$ cat config.mk
export PLATFORM = sky130hd
export DESIGN_NAME = mux_arb_n
export DESIGN_NICKNAME = d
export VERILOG_FILES = /design/src/rtl/mux_pkg.sv /design/src/rtl/rr_arbiter_n.sv /design/src/rtl/mux_arb_n.sv
export SDC_FILE = /design/constraint.sdc
export NUM_CORES = 1
export LEC_CHECK = 0
export CORE_ASPECT_RATIO = 0.5
export CORE_MARGIN = 10
export CORE_UTILIZATION = 39
export DETAILED_ROUTE_END_ITERATION = 6
export HOLD_SLACK_MARGIN = 0.12
export PLACE_DENSITY = 0.87
export SLEW_MARGIN = 20
export SYNTH_ARGS = -nofsm -noshare
export SYNTH_HDL_FRONTEND = slang
export SYNTH_SLANG_ARGS = --single-unit
$ cat constraint.sdc
create_clock -name clk -period 5.4 [get_ports clk]
set_clock_uncertainty 0.2 [all_clocks]
set_input_delay 1.62 -clock clk [delete_from_list [all_inputs] [get_ports clk]]
set_output_delay 1.62 -clock clk [all_outputs]
set_load 0.01 [all_outputs]
$ cat src/rtl/mux_pkg.sv
// Shared definitions for the arbitrating multiplexer family.
// Mode encodings, default width and small index helpers.
package mux_pkg;

    localparam int MUX_MODE_SEL  = 0;
    localparam int MUX_MODE_PRIO = 1;
    localparam int MUX_MODE_RR   = 2;

    localparam int MUX_WIDTH_DEFAULT = 32;

    // Next round-robin start position after index idx was served.
    function automatic int wrap_inc(input int idx, input int n);
        return (idx == n - 1) ? 0 : idx + 1;
    endfunction

endpackage

$ cat src/rtl/rr_arbiter_n.sv
// Rotating-priority arbiter: first requester at or after ptr, modulo N.
// Tying ptr to zero turns it into a lowest-index-wins priority arbiter.
module rr_arbiter_n #(
    parameter int N  = 4,
    parameter int SW = $clog2(N)
) (
    input  logic [N-1:0]  req,
    input  logic [SW-1:0] ptr,
    output logic          gnt_vld,
    output logic [SW-1:0] gnt_idx
);

    int idx;

    // Scan from the far end so the closest requester to ptr wins last.
    always_comb begin
        gnt_vld = 1'b0;
        gnt_idx = '0;
        idx     = 0;
        for (int k = N - 1; k >= 0; k--) begin
            idx = int'(ptr) + k;
            if (idx >= N) begin
                idx = idx - N;
            end
            if (req[idx]) begin
                gnt_vld = 1'b1;
                gnt_idx = SW'(idx);
            end
        end
    end

endmodule

$ cat src/rtl/mux_arb_n.sv
// N-input arbitrating multiplexer with a one-entry valid/ready output register.
// Source chosen by external select, fixed priority or round-robin.
module mux_arb_n
    import mux_pkg::*;
#(
    parameter int WIDTH = MUX_WIDTH_DEFAULT,
    parameter int N     = 4,
    parameter int MODE  = MUX_MODE_SEL,
    parameter int SW    = $clog2(N)
) (
    input  logic               clk,
    input  logic               reset,
    input  logic [N*WIDTH-1:0] in_data,
    input  logic [N-1:0]       in_valid,
    output logic [N-1:0]       in_ready,
    input  logic [SW-1:0]      sel,
    output logic [WIDTH-1:0]   out_data,
    output logic [SW-1:0]      out_src,
    output logic               out_valid,
    input  logic               out_ready
);

    localparam int NP = 1 << SW;

    logic [SW-1:0]    rr_ptr;
    logic [SW-1:0]    arb_ptr;
    logic             arb_vld;
    logic [SW-1:0]    arb_idx;
    logic [NP-1:0]    vld_ext;
    logic             sel_vld;
    logic             gnt_vld;
    logic [SW-1:0]    gnt_idx;
    logic             load_en;
    logic             xfer;
    logic [WIDTH-1:0] gnt_data;

    assign arb_ptr = (MODE == MUX_MODE_RR) ? rr_ptr : '0;

    rr_arbiter_n #(
        .N  (N),
        .SW (SW)
    ) u_arb (
        .req     (in_valid),
        .ptr     (arb_ptr),
        .gnt_vld (arb_vld),
        .gnt_idx (arb_idx)
    );

    // Pad valids to a power of two so an out-of-range sel reads a zero.
    always_comb begin
        vld_ext           = '0;
        vld_ext[N-1:0]    = in_valid;
        sel_vld           = (int'(sel) < N) && vld_ext[sel];
        if (MODE == MUX_MODE_SEL) begin
            gnt_vld = sel_vld;
            gnt_idx = sel;
        end else begin
            gnt_vld = arb_vld;
            gnt_idx = arb_idx;
        end
    end

    assign load_en  = !out_valid || out_ready;
    assign xfer     = !reset && load_en && gnt_vld;
    assign in_ready = xfer ? (N'(1) << gnt_idx) : '0;
    assign gnt_data = in_data[int'(gnt_idx)*WIDTH +: WIDTH];

    always_ff @(posedge clk) begin
        if (reset) begin
            out_valid <= 1'b0;
            out_data  <= '0;
            out_src   <= '0;
            rr_ptr    <= '0;
        end else if (xfer) begin
            out_valid <= 1'b1;
            out_data  <= gnt_data;
            out_src   <= gnt_idx;
            rr_ptr    <= SW'(wrap_inc(int'(gnt_idx), N));
        end else if (out_ready) begin
            out_valid <= 1'b0;
        end
    end

endmodule

==> flow_summary.toml <==
[placement]
placed_cell_area_mm2 = 0.00435
port_buffers = 175
post-place-ws_ns = 0.314
place.gp.congestion = 0.817
dp_hpwl_mm = 8.15
dp_cells = 486

[clock_network]
clock_sinks = 35
cts_buffer_depth = 2
postCtsHoldBufs = 0
clkLatencyLatePin_ns = 0.28
clock-root-buffer = "clkbuf_16"
cts.repair.resized = 0
cts_tree = "yes"
cts_buffers = 5
cts.clk_slew.worst_paths_ns = 0.05
post_cts_buffers = 0
htree_num_levels = 2

[logic_synthesis]
synth-adder-area-share = 0
yosys.area_share.simple = 0.0947
synth_edf_count = 0
synthTopCellsByCount = "inv_1 (36), dfxtp_1 (35), a21oi_2 (34), a31o_1 (34), nand4_1 (34)"
synth_most_common_cell = "inv_1"
synth.distinct_cells = 15
synth_top_area_frac = 0.284
syn_area_mm2 = 0.00262
synth_top_family_by_area = "multiplexers"
seq_area_frac_synth = 0.268
muxShareOfSynthArea = 0.284
async_flop_share = 0
synth_compound_area_frac = 0.230
synth_cells = 249
syn_area_per_cell_um2 = 10.5
yosys.area_share.xor_xnor = 0
synth_top_flop_cell = "dfxtp_1"
yosysWarnings = 0
yosysTopAreaCell = "mux4_2"
synth.area.top_cells = "mux4_2 (28%), dfxtp_1 (27%), a21oi_2 (11%)"
synth_nets = 386
ys_seq_elements = 35

[flow_run]
drv_cap = 0

[sta]
post-route-min-period_ns = 5.10
slew_violations = 0
layout_setup_ws_ns = 0.305
finalCritPeriodShare = 0.944
hold_slack_ns = 0.344
setup_tns_ns = 0
finalHoldViolCount = 0
finalSetupViolCount = 0
grt_setup_unrepaired = "no"
tightest_slew_ns = 0.683
slew_headroom = 0.545
clock.fmax_mhz = 196

[critical_path]
cp_max_fo = 3
r2r_setup_slack_ns = 3.87
end_kind = "output pin"
crit_top_cell = "clkdlybuf4s50_1"
crit_required_ns = 3.58
crit_path_top_delay_cell = "clkdlybuf4s50_1"
cp_slowest_stage_delay_ns = 0.50
path_class = "in -> out"
startpoint_type = "primary input"
path_cells = "clkdlybuf4s50_1, mux4_2, nand4_1, nor2_1, clkdlybuf4s50_1"
arrival_ns = 3.28

[global_routing]
grt_first_pass_wirelength_mm = 15.9
antenna_found_initial = 0
grt_pass1_vias = 3038
grt_max_degree = 69
gr-usage-all-layers = 0.188
grt-ovfl-total = 0

[drt]
drt_iter0_drc = 174
drc = 0
num_vias = 2704
ant_nets = 0
dr.pass1.iters = 4
vias_per_cell = 5.48
avgRoutedWirePerCell_um = 21.1
drt-total-wl_mm = 10.4

[power]
seq_power_share = 0.327
power.density_mw_per_mm2 = 194
p_sw_frac = 0.265
pwr-share-comb = 0.347
p_int_mw = 0.640
p_sw_mw = 0.230
ir_drop_mv = 0.109
power.leakage_nw = 1.50
clkPwrFrac = 0.326

[finish]
stdcell_count = 493
drive_above_1_share = 0.215
diodes = 0
fin_area_mm2 = 0.00450
final_nets = 542
syn_to_final_growth_pct = 72.0

[die]
ios = 176
start_util = 0.416
die_x_um = 136
core_area_mm2 = 0.00628
die-area_mm2 = 0.0106
die_y_um = 77.9
rows = 20

[outcome]
status = "finished, final reports clean"

[hold_path]
hold_path.class = "reg -> reg"
==> stage by stage <==
stage	total power, mW	util
after floorplan	0.439	-
after global placement	0.580	0.693
after detailed placement	0.591	0.693
after CTS	0.873	0.716
after global routing	0.906	0.716
final	0.871	0.716
==> layout by cell type, fill, tap and decap left out <==
cell type,Yosys,routed
a21oi_1,1,1
a21oi_2,34,34
a31o_1,34,34
and4_1,2,2
buf_2,6,2
buf_4,0,9
clkbuf_16,0,5
clkbuf_8,0,1
clkdlybuf4s50_1,0,173
clkinv_2,0,1
dfxtp_1,35,35
inv_1,36,36
inv_2,1,1
mux4_2,33,33
nand2b_2,0,1
nand4_1,34,34
nor2_1,3,3
==> registers in the layout (all words and copies together) (netlist names) <==
| register | cells |
|---|---|
| out_src | 2 |
| out_data | 32 |
| out_valid | 1 |
==> worst paths after layout <==
check | start | endpoint | depth (start not counted)
worst max-delay path | in_valid[1] | in_ready[2] | 5
worst min-delay path | out_data[28] | out_data[28] | 3
worst max register to register | out_valid | out_data[16] | 4
worst min register to register | out_data[28] | out_data[28] | 3
==> critical path: cells and delay by family <==
family	cells	cell delay, ns
mux	1	0.48
buf+inv	2	0.93
simple gates	2	0.24
==> per-layer routing <==
metal	track usage	vias up	wire, um
met3	0.0578	30	632
met1	0.182	1312	3550
met2	0.361	97	5880
li1	-	1265	-
met4	0.0865	0	342
met5	0	-	0
==> power by group through the flow <==
stage	logic, mW	registers [mW]	clock network (mW)
CTS	0.302	0.285	0.285
global route	0.321	0.287	0.299
finish	0.302	0.285	0.284
global placement	0.291	0.289	0
detailed placement	0.300	0.291	0
floorplan	0.141	0.298	0
==> kinds of logic after synthesis <==
family | count (synthesis)
buffers and inverters | 72
AOI/OAI and AO/OA | 69
and+or+nand+nor | 40
DFF | 35
muxes | 33
==> layout make-up <==
| cell class | instances | area [um2] |
|---|---|---|
| Clock buffer | 6 | 139 |
| Sequential cell | 35 | 701 |
| Multi-Input combinational cell | 142 | 1590 |
| Clock inverter | 1 | 5.00 |
| Fill cell | 435 | 1780 |
| Inverter | 37 | 139 |
| Tap cell | 88 | 110 |
| Timing Repair Buffer | 184 | 1810 |
Power figures use the tool's default switching activity.
